===== config.mk =====
export PLATFORM = sky130hd
export DESIGN_NAME = mem_access_ctrl
export DESIGN_NICKNAME = d
export VERILOG_FILES = /design/src/rtl/mem_access_ctrl_pkg.sv /design/src/rtl/mem_access_ctrl_lane_align.sv /design/src/rtl/mem_access_ctrl.sv
export SDC_FILE = /design/constraint.sdc
export NUM_CORES = 1
export LEC_CHECK = 0
export BUFFER_PORTS_ARGS = -buffer_cell sky130_fd_sc_hd__buf_2
export CAP_MARGIN = 20
export CELL_PAD_IN_SITES_DETAIL_PLACEMENT = 1
export CELL_PAD_IN_SITES_GLOBAL_PLACEMENT = 1
export CORE_MARGIN = 2
export CORE_UTILIZATION = 30
export DETAILED_ROUTE_END_ITERATION = 10
export GPL_ROUTABILITY_DRIVEN = 0
export PLACE_DENSITY_LB_ADDON = 0.1
export RECOVER_POWER = 100
export SLEW_MARGIN = 25
export SYNTH_ARGS = -nofsm -noshare
export SYNTH_HDL_FRONTEND = slang
export SYNTH_HIERARCHICAL = 1
export SYNTH_SLANG_ARGS = --single-unit

===== constraint.sdc =====
create_clock -name clk -period 1.95 [get_ports clk]
set_input_delay 0.0975 -clock clk [delete_from_list [all_inputs] [get_ports clk]]
set_output_delay 0.0975 -clock clk [all_outputs]
set_load 0.03 [all_outputs]

===== src/rtl/mem_access_ctrl_pkg.sv =====
// Shared definitions for the memory-access stage: memory aluop codes,
// common data/control constants, FSM state encoding and op classifiers.
package mem_access_ctrl_pkg;

    // Memory-op aluop codes
    localparam logic [7:0] EXE_LB_OP  = 8'b1110_0000;
    localparam logic [7:0] EXE_LH_OP  = 8'b1110_0001;
    localparam logic [7:0] EXE_LW_OP  = 8'b1110_0011;
    localparam logic [7:0] EXE_LBU_OP = 8'b1110_0100;
    localparam logic [7:0] EXE_LHU_OP = 8'b1110_0101;
    localparam logic [7:0] EXE_SB_OP  = 8'b1110_1000;
    localparam logic [7:0] EXE_SH_OP  = 8'b1110_1001;
    localparam logic [7:0] EXE_SW_OP  = 8'b1110_1011;

    localparam logic [31:0] ZeroWord     = '0;
    localparam logic        Stop         = 1'b1;
    localparam logic        NoStop       = 1'b0;
    localparam logic        WriteEnable  = 1'b1;
    localparam logic        WriteDisable = 1'b0;

    typedef enum logic [1:0] {
        ST_IDLE  = 2'd0,
        ST_BUSY  = 2'd1,
        ST_DONE  = 2'd2,
        ST_ABORT = 2'd3
    } mem_state_e;

    function automatic logic is_load_op(input logic [7:0] op);
        return (op == EXE_LB_OP) || (op == EXE_LBU_OP) || (op == EXE_LH_OP) ||
               (op == EXE_LHU_OP) || (op == EXE_LW_OP);
    endfunction

    function automatic logic is_store_op(input logic [7:0] op);
        return (op == EXE_SB_OP) || (op == EXE_SH_OP) || (op == EXE_SW_OP);
    endfunction

endpackage


===== src/rtl/mem_access_ctrl_lane_align.sv =====
// Big-endian byte-lane alignment: lane enables, replicated store data,
// extended load data and the misalignment flag for one memory op.
module mem_lane_align
    import mem_access_ctrl_pkg::*;
(
    input  logic [7:0]  aluop_i,
    input  logic [1:0]  addr_lo_i,
    input  logic [31:0] reg2_i,
    input  logic [31:0] rdata_i,
    output logic [3:0]  sel_o,
    output logic [31:0] wdata_o,
    output logic [31:0] rdata_ext_o,
    output logic        misaligned_o
);

    logic [7:0]  rbyte;
    logic [15:0] rhalf;
    logic [3:0]  sel_b;
    logic [3:0]  sel_h;

    // Lane selection shared by loads and stores; byte 0 of the word is rdata[31:24]
    always_comb begin
        rbyte = rdata_i[31:24];
        sel_b = 4'b1000;
        case (addr_lo_i)
            2'b00: begin rbyte = rdata_i[31:24]; sel_b = 4'b1000; end
            2'b01: begin rbyte = rdata_i[23:16]; sel_b = 4'b0100; end
            2'b10: begin rbyte = rdata_i[15:8];  sel_b = 4'b0010; end
            2'b11: begin rbyte = rdata_i[7:0];   sel_b = 4'b0001; end
            default: begin rbyte = rdata_i[31:24]; sel_b = 4'b1000; end
        endcase
        rhalf = addr_lo_i[1] ? rdata_i[15:0] : rdata_i[31:16];
        sel_h = addr_lo_i[1] ? 4'b0011 : 4'b1100;
    end

    // Per-op decode of enables, store data, load extension and alignment
    always_comb begin
        sel_o        = 4'b0000;
        wdata_o      = ZeroWord;
        rdata_ext_o  = ZeroWord;
        misaligned_o = 1'b0;
        case (aluop_i)
            EXE_LB_OP: begin
                sel_o       = sel_b;
                rdata_ext_o = {{24{rbyte[7]}}, rbyte};
            end
            EXE_LBU_OP: begin
                sel_o       = sel_b;
                rdata_ext_o = {24'h0, rbyte};
            end
            EXE_LH_OP: begin
                sel_o        = sel_h;
                rdata_ext_o  = {{16{rhalf[15]}}, rhalf};
                misaligned_o = addr_lo_i[0];
            end
            EXE_LHU_OP: begin
                sel_o        = sel_h;
                rdata_ext_o  = {16'h0, rhalf};
                misaligned_o = addr_lo_i[0];
            end
            EXE_LW_OP: begin
                sel_o        = 4'b1111;
                rdata_ext_o  = rdata_i;
                misaligned_o = (addr_lo_i != 2'b00);
            end
            EXE_SB_OP: begin
                sel_o   = sel_b;
                wdata_o = {4{reg2_i[7:0]}};
            end
            EXE_SH_OP: begin
                sel_o        = sel_h;
                wdata_o      = {2{reg2_i[15:0]}};
                misaligned_o = addr_lo_i[0];
            end
            EXE_SW_OP: begin
                sel_o        = 4'b1111;
                wdata_o      = reg2_i;
                misaligned_o = (addr_lo_i != 2'b00);
            end
            default: ;
        endcase
    end

endmodule


===== src/rtl/mem_access_ctrl.sv =====
// Memory-access stage: single-outstanding req/ack bus master for loads and
// stores, stall generation, address-error and ack-timeout detection, and
// zero-latency pass-through of non-memory ops to MEM/WB.
module mem_access_ctrl
    import mem_access_ctrl_pkg::*;
#(
    parameter int unsigned ACK_TIMEOUT = 255
) (
    input  logic        clk,
    input  logic        rst,
    input  logic        flush,
    input  logic [7:0]  aluop_i,
    input  logic [31:0] mem_addr_i,
    input  logic [31:0] reg2_i,
    input  logic [4:0]  wd_i,
    input  logic        wreg_i,
    input  logic [31:0] wdata_i,
    output logic        bus_req_o,
    output logic        bus_we_o,
    output logic [31:0] bus_addr_o,
    output logic [3:0]  bus_sel_o,
    output logic [31:0] bus_wdata_o,
    input  logic        bus_ack_i,
    input  logic [31:0] bus_rdata_i,
    output logic [4:0]  wd_o,
    output logic        wreg_o,
    output logic [31:0] wdata_o,
    output logic        stallreq_o,
    output logic        adel_o,
    output logic        ades_o,
    output logic        bus_err_o
);

    localparam logic [7:0] TMO_LAST = 8'(ACK_TIMEOUT - 1);
    localparam logic       TMO_EN   = (ACK_TIMEOUT != 0);

    mem_state_e  state_q, state_d;
    logic        bus_req_q, bus_req_d;
    logic        bus_we_q, bus_we_d;
    logic [31:0] bus_addr_q, bus_addr_d;
    logic [3:0]  bus_sel_q, bus_sel_d;
    logic [31:0] bus_wdata_q, bus_wdata_d;
    logic        bus_err_q, bus_err_d;
    logic [31:0] load_data_q, load_data_d;
    logic [7:0]  tmo_cnt_q, tmo_cnt_d;

    logic        op_load;
    logic        op_store;
    logic        op_mem;
    logic        misaligned;
    logic        start;
    logic        tmo_hit;
    logic [3:0]  lane_sel;
    logic [31:0] lane_wdata;
    logic [31:0] lane_rdata;

    mem_lane_align u_lane_align (
        .aluop_i      (aluop_i),
        .addr_lo_i    (mem_addr_i[1:0]),
        .reg2_i       (reg2_i),
        .rdata_i      (bus_rdata_i),
        .sel_o        (lane_sel),
        .wdata_o      (lane_wdata),
        .rdata_ext_o  (lane_rdata),
        .misaligned_o (misaligned)
    );

    // Op classification and access-start / timeout conditions
    always_comb begin
        op_load  = is_load_op(aluop_i);
        op_store = is_store_op(aluop_i);
        op_mem   = op_load | op_store;
        start    = op_mem && !misaligned && !flush;
        tmo_hit  = TMO_EN && (tmo_cnt_q == TMO_LAST);
    end

    // State register
    always_ff @(posedge clk) begin
        if (rst) state_q <= ST_IDLE;
        else     state_q <= state_d;
    end

    // Next-state logic; ack beats timeout, flush during BUSY waits out the bus in ABORT
    always_comb begin
        state_d = state_q;
        case (state_q)
            ST_IDLE:  if (start) state_d = ST_BUSY;
            ST_BUSY: begin
                if (bus_ack_i)  state_d = flush ? ST_IDLE : ST_DONE;
                else if (flush) state_d = ST_ABORT;
                else if (tmo_hit) state_d = ST_DONE;
            end
            ST_DONE:  state_d = ST_IDLE;
            ST_ABORT: if (bus_ack_i) state_d = ST_IDLE;
            default:  state_d = ST_IDLE;
        endcase
    end

    // Bus, load-data and timeout-counter next values
    always_comb begin
        bus_req_d   = bus_req_q;
        bus_we_d    = bus_we_q;
        bus_addr_d  = bus_addr_q;
        bus_sel_d   = bus_sel_q;
        bus_wdata_d = bus_wdata_q;
        bus_err_d   = 1'b0;
        load_data_d = load_data_q;
        tmo_cnt_d   = tmo_cnt_q;
        case (state_q)
            ST_IDLE: begin
                if (start) begin
                    bus_req_d   = 1'b1;
                    bus_we_d    = op_store;
                    bus_addr_d  = {mem_addr_i[31:2], 2'b00};
                    bus_sel_d   = lane_sel;
                    bus_wdata_d = lane_wdata;
                    tmo_cnt_d   = '0;
                end
            end
            ST_BUSY: begin
                if (bus_ack_i) begin
                    bus_req_d   = 1'b0;
                    load_data_d = lane_rdata;
                end else if (!flush) begin
                    if (tmo_cnt_q != 8'hFF) tmo_cnt_d = tmo_cnt_q + 8'd1;
                    if (tmo_hit) begin
                        bus_req_d = 1'b0;
                        bus_err_d = 1'b1;
                    end
                end
            end
            ST_ABORT: if (bus_ack_i) bus_req_d = 1'b0;
            default: ;
        endcase
    end

    // Datapath registers
    always_ff @(posedge clk) begin
        if (rst) begin
            bus_req_q   <= 1'b0;
            bus_we_q    <= 1'b0;
            bus_addr_q  <= '0;
            bus_sel_q   <= '0;
            bus_wdata_q <= '0;
            bus_err_q   <= 1'b0;
            load_data_q <= '0;
            tmo_cnt_q   <= '0;
        end else begin
            bus_req_q   <= bus_req_d;
            bus_we_q    <= bus_we_d;
            bus_addr_q  <= bus_addr_d;
            bus_sel_q   <= bus_sel_d;
            bus_wdata_q <= bus_wdata_d;
            bus_err_q   <= bus_err_d;
            load_data_q <= load_data_d;
            tmo_cnt_q   <= tmo_cnt_d;
        end
    end

    // MEM/WB outputs and stall request
    always_comb begin
        wd_o       = wd_i;
        wreg_o     = wreg_i;
        wdata_o    = wdata_i;
        stallreq_o = NoStop;
        if (op_mem && misaligned) wreg_o = WriteDisable;
        case (state_q)
            ST_IDLE, ST_ABORT: begin
                if (start) begin
                    stallreq_o = Stop;
                    wreg_o     = WriteDisable;
                end
            end
            ST_BUSY: begin
                stallreq_o = Stop;
                wreg_o     = WriteDisable;
            end
            ST_DONE: begin
                if (op_store) wreg_o = WriteDisable;
                else          wdata_o = load_data_q;
                if (bus_err_q) wreg_o = WriteDisable;
            end
            default: ;
        endcase
    end

    // Combinational address errors and registered bus outputs
    always_comb begin
        adel_o      = op_load && misaligned;
        ades_o      = op_store && misaligned;
        bus_req_o   = bus_req_q;
        bus_we_o    = bus_we_q;
        bus_addr_o  = bus_addr_q;
        bus_sel_o   = bus_sel_q;
        bus_wdata_o = bus_wdata_q;
        bus_err_o   = bus_err_q;
    end

endmodule


* Word level (Yosys, flattened, before mapping)
Index checks and enable logic that the tools add are counted.
** Word-level totals
- Register bits after elaboration :: 111
- Bits of input ports :: 146
- Output and inout bits :: 112
- Word-level logic and storage cells :: 100
** Operators by class
- Add/subtract/negate cells :: 1
- Eq/ne operators :: 24
- Muxes and demuxes :: 36
- Bitwise logic cells :: 2
- Reductions and logical operators :: 28
** Operators with widths (count)
- 32-bit case mux with 5 select lines :: 1
- 32-bit case mux with 3 select lines :: 1
- 8-bit equality test, second input constant :: 9
- 32-bit two-way mux :: 2
- 8-bit two-way mux :: 4
- 8-bit case mux with 4 select lines :: 1
- 16-bit two-way mux :: 1
- 4-bit case mux with 4 select lines :: 1
- 8-bit case mux with 2 select lines :: 1
- 2-bit two-way mux :: 6
- 4-bit case mux with 3 select lines :: 1
- 1-bit two-way mux :: 11
- 2-bit inequality test, second input constant :: 5
- 5-bit AND reduction :: 2
- 8-bit by 1-bit adder with 8-bit output, second input constant :: 1
- 2-bit equality test, second input constant :: 4
- 8-bit inequality test, second input constant :: 1
- 2-bit case mux with 4 select lines :: 1
- 1-bit logical OR :: 6
- 3-bit inequality test, second input constant :: 2
- 1-bit case mux with 3 select lines :: 2
- 3-bit OR reduction :: 2
- 1-bit logical AND :: 5
- 2-bit by 1-bit equality test with 1-bit output, second input constant :: 2
- other kinds (13) :: 19

* Logic depth before layout (Yosys ltp)
- Depth in word-level cells :: 11
- Gate-level depth with buffers :: 13

* Modules after synthesis
The synthesis kept the hierarchy.
** Modules (own cells, without submodules)
- mem_access_ctrl :: instances 1, cells each 579, area an instance 4727.0 sq um, sequential area each 2222.1 sq um
- mem_lane_align :: instances 1, cells each 217, area an instance 1306.3 sq um, sequential area each 0.0 sq um

* Least setup slack after synthesis
Ideal clock, no wire load.
- Path type :: in2reg
- From :: in aluop_i[4]
- To :: reg bus_addr_q[29] (netlist: bus_addr_o[29])
- Library setup time :: 0.070 ns
- Data arrival time :: 2.069 ns
- Data required time :: 1.880 ns
- Setup slack :: -0.190 ns
- Stages :: 12
- Path buffers :: 3
- Cell sequence :: nand4b_4 a21oi_1 or3b_2 a21oi_1 nor2_2 nand4_1 or2_1 clkbuf_1 buf_4 buf_6 nand2_1 a21oi_1
** Between the ends
- Elaborated cells on any way between the ends :: 22
** RTL lines
- start, declared :: line mem_access_ctrl.sv:12 : input logic [7:0] aluop_i,
- 8-bit equality test :: line mem_access_ctrl_lane_align.sv:42 : case (aluop_i)
- 3-bit OR reduction (no source line) or 2-bit OR reduction (tied branches)
- 1-bit case mux with 2 select lines * :: line mem_access_ctrl_lane_align.sv:42
- named net misaligned :: line mem_access_ctrl.sv:50 : logic misaligned;
- 1-bit zero test * :: line mem_access_ctrl.sv:73 : start = op_mem && !misaligned && !flush;
- 1-bit logical AND * (2 in a row) :: line mem_access_ctrl.sv:73
- 2-bit AND reduction (no source line) *
- end signal, assigned :: line mem_access_ctrl.sv:151 : bus_addr_q <= bus_addr_d;
- end, declared :: line mem_access_ctrl.sv:40 : logic [31:0] bus_addr_q, bus_addr_d;
The timed path passes the listed nets; every way through them passes the cells marked *.
A chain may end at the register's enable or synchronous reset.

* Final worst setup path
- From :: reg state_q[1]
- To :: out wreg_o
** Between the ends
- Cells in the longest elaborated chain, start to end :: 3
- Elaborated cells on any way between the ends :: 6
** RTL lines
- start, declared :: line mem_access_ctrl.sv:37 : mem_state_e state_q, state_d;
- start signal, assigned :: line mem_access_ctrl.sv:80 : else state_q <= state_d;
- 2-bit equality test or 2-bit zero test (tied branches) :: line mem_access_ctrl.sv:167 : case (state_q)
- 2-bit OR reduction :: line mem_access_ctrl.sv:167
- 1-bit case mux with 3 select lines * :: line mem_access_ctrl.sv:167
- end, declared :: line mem_access_ctrl.sv:26 : output logic wreg_o,
Mark *: on every way between the ends. The rest lies on a longest branch, timed or not.

==> impl_metrics.toml <==
[place]
place_area_mm2 = 0.007751
place_inst = 1294
dp_hpwl_mm = 16.27
io_buffers = 245

[layout]
instances_no_fill = 1354
syn_to_final_growth_pct = 45.25
postLayoutCellArea_mm2 = 0.008763
layout-drive-gt1-share = 0.2898
fin_nets = 1236

[hold_path]
min_path_cells = 5
holdCritPathClass = "input port to register"

[global_routing]
first_global_vias = 6666
grt_overflow = 0
grt_start_max_net_pins = 42
grt_first_pass_wirelength_mm = 36.63
antenna_found_initial = 2
gr-usage-all-layers = 0.2139

[synthesis]
synth_top_cell_area_share = 0.3683
synth.top_cells.by_count = "nand2_1, a21oi_1, dfxtp_1"
async_reset_ff_frac = 0
netlist_area_mm2 = 0.006033
syn_inst = 796
ys_top_cells_by_area = "dfxtp_1, nand2_1, a21oi_1"
ys_warn_count = 6
yosys_most_used_dff = "dfxtp_1"
syn_avg_cell_area_um2 = 7.580
synth-seq-cells = 111
synth-edff-count = 0
synth_seq_area_share = 0.3683
yosys.cell_types.count = 50
synth_most_common_cell = "nand2_1"
synth_top_area_cell = "dfxtp_1"

[route]
top_layer_used = "met4"
viasPerCell = 4.770
dr_wl_met2_mm = 11.23
routed_wl_mm = 23.29
routed-wl-met3_mm = 1.075
post_drt_wl_per_cell_um = 17.20
remaining_drc_errors = 0
drt-initial-drc-count = 245
met1Wirelength_mm = 10.63
first_pass_iters = 4
ant_nets = 0
vias = 6458

[cts]
worstSkewPairLatency_ns = 0.36
clockBufferDepth = 2
clockRootBuffer = "clkbuf_16"
cts_tree = "built"
clk_pin_slew_ns = 0.08
htree_levels = 3
numClockSinks = 111
numCtsBuffers = 9

[floorplanning]
rows = 51
fp.dieW_um = 145.8
io_pins = 258
dieArea_mm2 = 0.02126
start_util = 0.3080
die_h_um = 145.8
design.core.area_mm2 = 0.01959

[sta]
maxSlewHeadroom = 0.6467
slew_viol_final = 0
tightest_slew_ns = 0.5299
clock.fmax_mhz = 499.6
finalHoldViolCount = 0
post-route-period-util = 1.027
rsz0062_at_grt = "yes"
skew_ns = 0.008122
finalSetupViolations = 33
fin_ws_ns = -0.05179
period_needed_ns = 2.002

[status]
violations = "setup timing"
status = "finished with violations"

[worst_setup_path]
reg2reg_slack_ns = 0.11
crit_chain = "buf_4 -> ha_4 -> o21ai_4 -> clkbuf_16 -> buf_12 -> buf_12 -> o21ai_2 -> o211a_1 -> buf_6"
crit_path_start = "state_q[1]$_SDFFE_PP0P_"
cp_max_fo = 8
worst-setup-path-type = "register to primary output"
cp-start-kind = "register"
worst_ep_required_time_ns = 1.85
crit_top_cell = "buf_12"
critPathMaxStageDelay_ns = 0.34
r2r-end = "tmo_cnt_q[7]$_SDFFE_PP0P_"
reg2regPathDepth = 7
r2r-start = "state_q[0]$_SDFFE_PP0P_"
cpMaxStageDelayCell = "dfxtp_1"
cp-endpoint = "wreg_o"
arrival_ns = 1.90
cp-end-kind = "primary output"

[power_and_ir_drop]
p_leak_uw = 0.003535
ir_drop_mv = 0.4082
powerDensity_mw_per_mm2 = 615.2

[run]
maxCapViolCount = 0
-- how the worst min path moves through the flow --
stage	slack [ns]	from	endpoint
finish	0.1	bus_rdata_i[16]	load_data_q[16]$_SDFFE_PP0P_
global route	0.13	bus_rdata_i[21]	load_data_q[21]$_SDFFE_PP0P_
CTS	0.09	bus_rdata_i[16]	load_data_q[16]$_SDFFE_PP0P_
detailed placement	0.20	wd_i[4]	wd_o[4]
global placement	0.20	wd_i[4]	wd_o[4]
floorplan	0.23	mem_addr_i[10]	bus_addr_o[10]$_SDFFE_PP0P_
-- stage by stage --
stage | TNS [ns] | setup slack (ns) | util | hold WS [ns] | total power [µW]
after floorplan | 0 | 0.05543 | - | 0.2335 | 2947
after global placement | 0 | 0.02169 | 0.3957 | 0.1952 | 3388
after detailed placement | -3.163 | -0.07291 | 0.3957 | 0.1952 | 3394
after CTS | -1.400 | -0.07856 | 0.4503 | 0.08512 | 5476
after global routing | -3.532 | -0.1209 | 0.4473 | 0.1281 | 5645
final | -0.8487 | -0.05179 | 0.4473 | 0.09956 | 5391
-- power by group --
group | internal, µW | leakage [µW] | switching [µW]
combinational | 542 | 0.00250 | 664
clock | 908 | 0.000143 | 980
sequential | 2280 | 0.000894 | 12.7
total | 3730 | 0.00353 | 1660
-- cells in the final DEF, fill, tap and decap left out, types with 10 or more instances in the layout --
master / n
dlygate4sd3_1: 30
and2_1: 12
a221o_1: 13
nor2_1: 44
nand2_1: 241
clkbuf_1: 72
buf_4: 40
inv_1: 12
buf_2: 139
mux2_4: 32
clkbuf_16: 11
nand2b_1: 13
a21oi_1: 152
buf_6: 36
dfxtp_1: 110
nor2b_1: 10
-- critical path, delay by kind of cell, from the launching register on --
family | cells | cell delay [ns]
adders and majority gates | 1 | 0.14
DFF | 1 | 0.34
AOI/OAI and AO/OA | 3 | 0.35
buffers and inverters | 5 | 0.71
-- kinds of logic (layout without fill, tap and decap cells) --
kind of cell,Yosys count,count (layout),share of synthesized area
compound gates,198,198,0.1962
xor+xnor,5,5,0.007258
fa+ha+maj,8,8,0.01659
buf+inv,75,365,0.06470
flops,111,111,0.3683
mux,51,51,0.09892
other cells,1,4,0.0006216
simple gates,347,347,0.2474
-- area by class of cell --
class,instances,area (µm²)
Fill cell,2490,10830
Multi-Input combinational cell,611,3600
Timing Repair Buffer,336,2257
Sequential cell,111,2223
Tap cell,265,331.6
Clock buffer,9,225.2
Clock inverter,7,72.57
Inverter,13,48.80
Antenna cell,2,5.005
-- sequential cells by signal, indices dropped and copies added (netlist names) --
name	count
bus_err_o	1
load_data_q	32
bus_wdata_o	32
bus_sel_o	4
state_q	2
bus_we_o	1
bus_req_o	1
bus_addr_o	30
tmo_cnt_q	8
-- per-layer routing --
layer  global-route usage  up-vias
met3              0.04451       20
li1                     -     3251
met2               0.3552      154
met5                    0        -
met1               0.2820     3033
met4              0.05784        0
-- what timing repair did --
action                     in CTS  in global routing
resized for setup             100                 17
hold buffers                   30                  0
hold endpoints to repair       30                  0
pin swaps                       1                  2
setup endpoints to repair      33                 38
gates cloned                    2                  1
setup buffers                   7                  2
(Power assumes the default switching activity.)
